## config.mk

```make
export PLATFORM = sky130hd
export DESIGN_NAME = legv8_decode_exec_mem
export DESIGN_NICKNAME = d
export VERILOG_FILES = /design/src/rtl/legv8_decode_exec_mem.sv
export SDC_FILE = /design/constraint.sdc
export NUM_CORES = 2
export LEC_CHECK = 0
export CORE_MARGIN = 4
export CORE_UTILIZATION = 45
export DETAILED_ROUTE_END_ITERATION = 10
export PLACE_DENSITY = 0.62
export SLEW_MARGIN = 20
export SYNTH_ARGS = -nofsm -noshare
export SYNTH_HDL_FRONTEND = slang
export SYNTH_SLANG_ARGS = --single-unit
```

## constraint.sdc

```tcl
create_clock -name clock -period 10.9 [get_ports clock]
set_clock_uncertainty 0.2 [all_clocks]
set_input_delay 1.635 -clock clock [delete_from_list [all_inputs] [get_ports clock]]
set_output_delay 1.635 -clock clock [all_outputs]
set_load 0.02 [all_outputs]
```

## src/rtl/legv8_decode_exec_mem.sv

```systemverilog
// Single-cycle LEGv8-subset decode, ALU and 64-word data memory.
// Decode, ALU, memory read and write-back are combinational; only stores are clocked.
module legv8_decode_exec_mem (
  input  logic        clock,
  input  logic        reset_n,
  input  logic [31:0] instruction,
  input  logic [31:0] read_data1,
  input  logic [31:0] read_data2,
  output logic        reg2loc,
  output logic        uncondbranch,
  output logic        branch,
  output logic        memread,
  output logic        memtoreg,
  output logic        memwrite,
  output logic        alusrc,
  output logic        regwrite,
  output logic [3:0]  alu_control,
  output logic [4:0]  read_reg1,
  output logic [4:0]  read_reg2,
  output logic [4:0]  write_reg,
  output logic [31:0] imm,
  output logic [3:0]  inst_id,
  output logic [31:0] alu_result,
  output logic        zero,
  output logic [31:0] mem_rdata,
  output logic [31:0] write_back
);

  localparam logic [3:0] ID_UNK  = 4'd0,  ID_ADD  = 4'd1, ID_SUB  = 4'd2, ID_AND  = 4'd3,
                         ID_ORR  = 4'd4,  ID_ADDI = 4'd5, ID_SUBI = 4'd6, ID_LDUR = 4'd7,
                         ID_STUR = 4'd8,  ID_CBZ  = 4'd9, ID_B    = 4'd10;

  logic [7:0]  ctrl;
  logic [31:0] alu_b;
  logic [5:0]  mem_idx;
  logic [31:0] mem_q [64];

  // Widest opcode wins, so shorter opcodes only apply when no longer one matched.
  always_comb begin
    inst_id = ID_UNK;
    case (instruction[31:21])
      11'b10001011000: inst_id = ID_ADD;
      11'b11001011000: inst_id = ID_SUB;
      11'b10001010000: inst_id = ID_AND;
      11'b10101010000: inst_id = ID_ORR;
      11'b11111000010: inst_id = ID_LDUR;
      11'b11111000000: inst_id = ID_STUR;
      default: begin
        if      (instruction[31:22] == 10'b1001000100) inst_id = ID_ADDI;
        else if (instruction[31:22] == 10'b1101000100) inst_id = ID_SUBI;
        else if (instruction[31:24] == 8'b10110100)    inst_id = ID_CBZ;
        else if (instruction[31:26] == 6'b000101)      inst_id = ID_B;
      end
    endcase
  end

  always_comb begin
    ctrl        = 8'b0000_0000;
    alu_control = 4'b0010;
    imm         = 32'd0;
    case (inst_id)
      ID_ADD:  ctrl = 8'b0000_0001;
      ID_SUB:  begin ctrl = 8'b0000_0001; alu_control = 4'b0110; end
      ID_AND:  begin ctrl = 8'b0000_0001; alu_control = 4'b0000; end
      ID_ORR:  begin ctrl = 8'b0000_0001; alu_control = 4'b0001; end
      ID_ADDI: begin ctrl = 8'b0000_0011; imm = {20'd0, instruction[21:10]}; end
      ID_SUBI: begin
        ctrl = 8'b0000_0011; alu_control = 4'b0110; imm = {20'd0, instruction[21:10]};
      end
      ID_LDUR: begin ctrl = 8'b0001_1011; imm = {{23{instruction[20]}}, instruction[20:12]}; end
      ID_STUR: begin ctrl = 8'b1000_0110; imm = {{23{instruction[20]}}, instruction[20:12]}; end
      ID_CBZ:  begin
        ctrl = 8'b1010_0000; alu_control = 4'b0111;
        imm  = {{13{instruction[23]}}, instruction[23:5]};
      end
      ID_B:    begin ctrl = 8'b0100_0000; imm = {{6{instruction[25]}}, instruction[25:0]}; end
      default: ;
    endcase
  end

  assign {reg2loc, uncondbranch, branch, memread, memtoreg, memwrite, alusrc, regwrite} = ctrl;

  assign read_reg1 = instruction[9:5];
  assign read_reg2 = reg2loc ? instruction[4:0] : instruction[20:16];
  assign write_reg = instruction[4:0];

  assign alu_b = alusrc ? imm : read_data2;

  always_comb begin
    case (alu_control)
      4'b0000: alu_result = read_data1 & alu_b;
      4'b0001: alu_result = read_data1 | alu_b;
      4'b0010: alu_result = read_data1 + alu_b;
      4'b0110: alu_result = read_data1 - alu_b;
      4'b0111: alu_result = alu_b;
      default: alu_result = 32'd0;
    endcase
  end

  assign zero = (alu_result == 32'd0);

  // Byte offset and upper address bits are dropped: the 64 words alias across the space.
  assign mem_idx = alu_result[7:2];

  always_ff @(posedge clock or negedge reset_n) begin
    if (!reset_n) begin
      for (int i = 0; i < 64; i++) mem_q[i] <= 32'd0;
    end else if (memwrite) begin
      mem_q[mem_idx] <= read_data2;
    end
  end

  assign mem_rdata  = memread ? mem_q[mem_idx] : 32'd0;
  assign write_back = memtoreg ? mem_rdata : alu_result;

endmodule

```

# ---- After elaboration in Yosys (flattened, before gate mapping)
# Index checks and enable logic that the tools add are counted.
dict set report word_totals {
  reg_bits 2048
  elab_cells 121
  out_inout_bits 160
  inputBits 98
}
dict set report op_classes {
  addsub 2
  n_reduce_logical 7
  eq_ne 24
  bitwise_logic 3
  mux 19
  magnitude_cmp 2
}
# operator n
set op_table {}
lappend op_table {{bitwise mux 2048 bit} 1}
lappend op_table {{binary-select mux 32 bit (select 6 bit)} 1}
lappend op_table {{demux 32 bit (select 6 bit)} 1}
lappend op_table {{two-way mux 32 bit} 6}
lappend op_table {{case mux 32 bit (5 select lines)} 1}
lappend op_table {{case mux 32 bit (4 select lines)} 1}
lappend op_table {{== test 11 bit, second input constant} 6}
lappend op_table {{case mux 8 bit (6 select lines)} 1}
lappend op_table {{adder 32 bit} 1}
lappend op_table {{AND 32 bit} 1}
lappend op_table {{logical NOT 32 bit} 1}
lappend op_table {{bitwise OR 32 bit} 1}
lappend op_table {{subtractor 32 bit} 1}
lappend op_table {{== test 4 x 3 -> 1 bit, second input constant} 6}
lappend op_table {{case mux 4 bit (6 select lines)} 1}
lappend op_table {{== test 10 bit, second input constant} 2}
lappend op_table {{two-way mux 4 bit} 4}
lappend op_table {{== test 4 x 2 -> 1 bit, second input constant} 3}
lappend op_table {{== test 4 bit, second input constant} 3}
lappend op_table {{case mux 3 bit (4 select lines)} 1}
lappend op_table {{== test 4 x 1 -> 1 bit, second input constant} 2}
lappend op_table {{== test 8 bit, second input constant} 1}
lappend op_table {{>= comparator 7 bit, second input constant} 1}
lappend op_table {{< comparator 7 x 1 -> 1 bit, second input constant} 1}
lappend op_table {{7 further kinds} 9}

# ---- Longest topological paths before layout
dict set report logic_depth {
  ltp_word 18
  depth_mapped 29
  ltp_nobuf 25
}

# ---- Least setup slack after synthesis
# OpenSTA, ideal clock, no wires.
dict set report synth_timing {
  path_kind {input port to output port}
  startpoint {in instruction[22]}
  endpoint {out zero}
  path_slack_ps 1618
  n_path_buf 1
  stages 22
  arrival_time_ps 7447
  required_ps 9065
  cell_sequence {or4_4 > or3_1 > clkbuf_2 > and3_4 > or2_4 > or4_4 > nor3_1 > and2_1 > a31oi_1 > xnor2_1 > ha_1 > a21oi_1 > o21bai_1 > a21oi_1 > o21ai_0 > or4b_2 > a31oi_1 > o31ai_1 > nand4b_1 > o211ai_1 > or4_1 > nor4_2}
}
dict set report synth_between {
  elab_chain_len 11
  elab_cells_between_ends 40
  classes_between {add/sub: 2; eq/ne: 22; mux: 8; bitwise: 2; reduce/logical: 6}
}
# element line_no
set synth_rtl {}
lappend synth_rtl {{from (decl)} 6} ;# input logic [31:0] instruction,
lappend synth_rtl {{== test 10 bit} 50} ;# else if (instruction[31:22] == 10'b1101000100) inst_id = ID_SUBI;
lappend synth_rtl {{two-way mux 4 bit} 50}
lappend synth_rtl {{two-way mux 4 bit} 49} ;# if (instruction[31:22] == 10'b1001000100) inst_id = ID_ADDI;
lappend synth_rtl {{case mux 4 bit (6 select lines)} 41} ;# case (instruction[31:21])
lappend synth_rtl {{== test 4 x 3 -> 1 bit (tied with other cells)} 61} ;# case (inst_id)
lappend synth_rtl {{OR reduction 4 bit (no source line) or OR reduction 2 bit (tied branches)} --}
lappend synth_rtl {{case mux 8 bit (6 select lines) or case mux 32 bit (4 select lines) (tied branches)} 61}
lappend synth_rtl {{two-way mux 32 bit} 87} ;# assign alu_b = alusrc ? imm : read_data2;
lappend synth_rtl {{subtractor 32 bit (tied with other cells)} 94} ;# 4'b0110: alu_result = read_data1 - alu_b;
lappend synth_rtl {{case mux 32 bit (5 select lines) *} 90} ;# case (alu_control)
lappend synth_rtl {{named net alu_result[29]} 23} ;# output logic [31:0] alu_result,
lappend synth_rtl {{logical NOT 32 bit *} 100} ;# assign zero = (alu_result == 32'd0);
lappend synth_rtl {{to (decl)} 24} ;# output logic zero,
# The timed path passes the listed nets; every way through them passes the cells marked *.

# ---- Final worst setup path
dict set report layout_timing {
  startpoint {in instruction[26]}
  endpoint {out write_back[1]}
}
dict set report layout_between {
  elab_chain_len 18
  elab_cells_between_ends 49
  classes_between {add/sub: 2; eq/ne: 24; mux: 15; bitwise: 3; reduce/logical: 5}
}
# element line_no
set layout_rtl {}
lappend layout_rtl {{== test 6 x 3 -> 1 bit} 52} ;# else if (instruction[31:26] == 6'b000101) inst_id = ID_B;
lappend layout_rtl {{two-way mux 4 bit} 52}
lappend layout_rtl {{two-way mux 4 bit} 51} ;# else if (instruction[31:24] == 8'b10110100) inst_id = ID_CBZ;
lappend layout_rtl {{two-way mux 4 bit} 50}
lappend layout_rtl {{two-way mux 4 bit} 49}
lappend layout_rtl {{case mux 4 bit (6 select lines) *} 41}
lappend layout_rtl {{== test 4 x 3 -> 1 bit (tied with other cells)} 61}
lappend layout_rtl {{OR reduction 4 bit (no source line) or OR reduction 2 bit (tied branches)} --}
lappend layout_rtl {{case mux 8 bit (6 select lines) or case mux 32 bit (4 select lines) (tied branches)} 61}
lappend layout_rtl {{two-way mux 32 bit} 87}
lappend layout_rtl {{subtractor 32 bit (tied with other cells)} 94}
lappend layout_rtl {{case mux 32 bit (5 select lines)} 90}
lappend layout_rtl {{inverter 6 -> 7 bit (implied by the code)} 113} ;# assign mem_rdata = memread ? mem_q[mem_idx] : 32'd0;
lappend layout_rtl {{binary-select mux 32 bit (select 6 bit)} 113}
lappend layout_rtl {{two-way mux 32 bit (implied by the code) (2 in a row)} 113}
lappend layout_rtl {{two-way mux 32 bit} 113}
lappend layout_rtl {{two-way mux 32 bit *} 114} ;# assign write_back = memtoreg ? mem_rdata : alu_result;
lappend layout_rtl {{to (decl)} 26} ;# output logic [31:0] write_back
# Mark *: on every way between the ends. The rest lies on a longest branch, timed or not. The select of a mux whose other input is x is not followed.

==> reports/metrics.cfg <==
[layout]
reg.largest.list = mem_q (2048)
top_register = mem_q
layout_common_cells = mux2_2, dfrtp_1, nand2_1, nand3_1, buf_4
final_nets = 9449
fillers = 19510
post-route-util = 0.5203
largest_register_ffs = 2048
final_common_cell = mux2_2
final-seq-area_sq_mm = 0.05125
final_area_sq_mm = 0.1158
multi_input_area_sq_mm = 0.04656
syn_to_final_growth_pct = 14.78
drive_above_1_share = 0.3240

[synthesis]
syn_inst = 9214
synth_top_area_share = 0.5080
synth_area_leader_cell = dfrtp_1
ys_types = 93
async_flop_share = 1.000
synth_warnings = 0
synth_edf_count = 0
synth_top_flop_cell = dfrtp_1
syn_area_sq_mm = 0.1009
syn_area_per_cell_sq_um = 10.95
seq_area_frac_synth = 0.5080
synth-seq-cells = 2048
yosys-top-cells-area = dfrtp_1, mux2_2, nand2_1
syn-num-nets = 9350

[cts]
cts_buffers = 212
cts_tree = yes
clock_latency_ps = 880
path_clk_slew_ps = 60
cts_hold_buf = 0
htreeDepth = 4
cts_max_path_buffers = 3
cts-root-buf = clkbuf_16
clock-sinks = 2048

[sta]
setup_viol_count_final = 0
hold_slack_ps = 282.2
rsz0062_at_grt = yes
tightest_slew_ps = 1221
setup_ws_ps = 155.4
fin_tns_setup_ps = 0
slew-limit-headroom = 0.1842
max_freq_mhz = 93.07
min_period_ps = 10740
period_share = 0.9857
slew_violations = 0
hold_violations = 0

[run]
maxCapViolations = 0

[pwr]
pwr_density_cell_mw_per_mm2 = 166.8
leakagePower_nw = 55.32
vdd_drop_max_mv = 0.1355

[drt]
wl_per_cell_um = 28.69
drc = 0
via_count = 76280
dr.pass1.iters = 8
vias_per_cell = 6.115
antenna_left = 0
first_iter_violations = 7376
wirelength_um = 357900

[placement]
dp_hpwl_um = 227600
gp_congestion = 0.9833
portBuffers = 256
placed_cell_area_sq_mm = 0.1083
place_ws_ps = -364.6

[floorplanning]
dieArea_sq_mm = 0.2318
num_rows = 173
boundaryPins = 258
initial_core_util = 0.4533
dieHeight_um = 481.5
core_sq_mm = 0.2225
die_w_um = 481.5

[worst_setup_path]
crit_slowest_cell = or4_1
r2r_setup_slack_ps = 9890
worstSetupStartpointType = input port
cpMostUsedCell = buf_4
endpoint_kind = output pin
cpPeakStageDelay_ps = 750
critPathMaxFanout = 29
required_ps = 9070
arrival_ps = 8910
worstSetupPathType = input port to output pin

[global_routing]
grt_first_pass_wirelength_um = 526800
grt_pass1_vias = 75460
grt_max_degree = 171
grt_use_total = 0.3041
antenna_found_initial = 16
grt.overflow.total = 0

[status]
status = completed

[hold_path]
min_path_type = flip-flop to flip-flop

==> critical path: cells and delay by family <==
kind                       cells  cell delay [ps]
adders and majority gates      2              630
buffers and inverters          9             2580
and+or+nand+nor                9             2390
xor gates and xnor gates       2              330
muxes                          1              390
AOI/OAI and AO/OA              3              890
==> per-stage QoR <==
step	total power (W)	instances
final	0.01931	12480
after global routing	0.01988	12460
after CTS	0.01925	12450
after detailed placement	0.01199	12060
after global placement	0.01199	12060
after floorplan	0.009825	9214
==> metal layers <==
| metal | routed length (um) | global-route usage |
|---|---|---|
| met1 | 149800 | 0.4238 |
| met2 | 161000 | 0.4687 |
| met3 | 31160 | 0.05685 |
| met4 | 15800 | 0.1246 |
| met5 | 47 | 0 |
==> Yosys cell counts, types with 25 or more instances <==
library cell	n
nor4_1	30
a31oi_1	52
mux2_2	2067
nor3_1	36
ha_1	37
mux2i_1	299
and2_1	32
o21ai_0	102
inv_1	28
and3_1	109
xor2_1	25
a21oi_1	190
nand2_1	1773
nand3_1	861
nor2_1	121
dfrtp_1	2048
o22ai_1	35
buf_1	123
a22oi_1	40
a311oi_1	43
clkbuf_1	407
nand4_1	63
buf_2	301
==> kinds of logic after synthesis <==
family          after synthesis  synth area share
compound gates              677           0.04484
xor+xnor                     49          0.004329
simple gates               3120            0.1369
other cells                   1        0.00003717
flops                      2048            0.5080
mux                        2372            0.2613
buf+inv                     890           0.03783
fa+ha+maj                    57          0.006673
==> worst paths after layout <==
check / from / end / cells after the start
hold reg to reg: mem_q[963] / mem_q[963] / 2
max in group asynchronous: reset_n / mem_q[1161] / 4
setup reg to reg: mem_q[175] / mem_q[175] / 1
hold / removal: mem_q[963] / mem_q[963] / 2
setup / recovery: instruction[26] / write_back[1] / 26
min in group asynchronous: reset_n / mem_q[24] / 1
==> power breakdown <==
group | total (W) | internal (W) | switching (W) | leakage, nW
clock network | 0.00728 | 0.00414 | 0.00314 | 3.41
registers | 0.00761 | 0.00761 | 0.00000311 | 28.6
logic | 0.00441 | 0.00125 | 0.00316 | 23.3
==> area by class of cell <==
type | count | share of cell area
inverter | 33 | 0.001448
clock buffer | 328 | 0.05409
antenna | 14 | 0.0003026
tap | 2975 | 0.03215
sequential | 2048 | 0.4426
timing repair buffer | 742 | 0.06135
multi-input combinational | 6276 | 0.4022
clock inverter | 59 | 0.005879
==> repair_timing <==
action,CTS,global route
cloned,0,1
resized for setup,12,65
hold endpoints to repair,0,0
pin swaps,4,10
buffers inserted,4,7
setup endpoints to repair,28,50
Power figures use the tool's default switching activity.
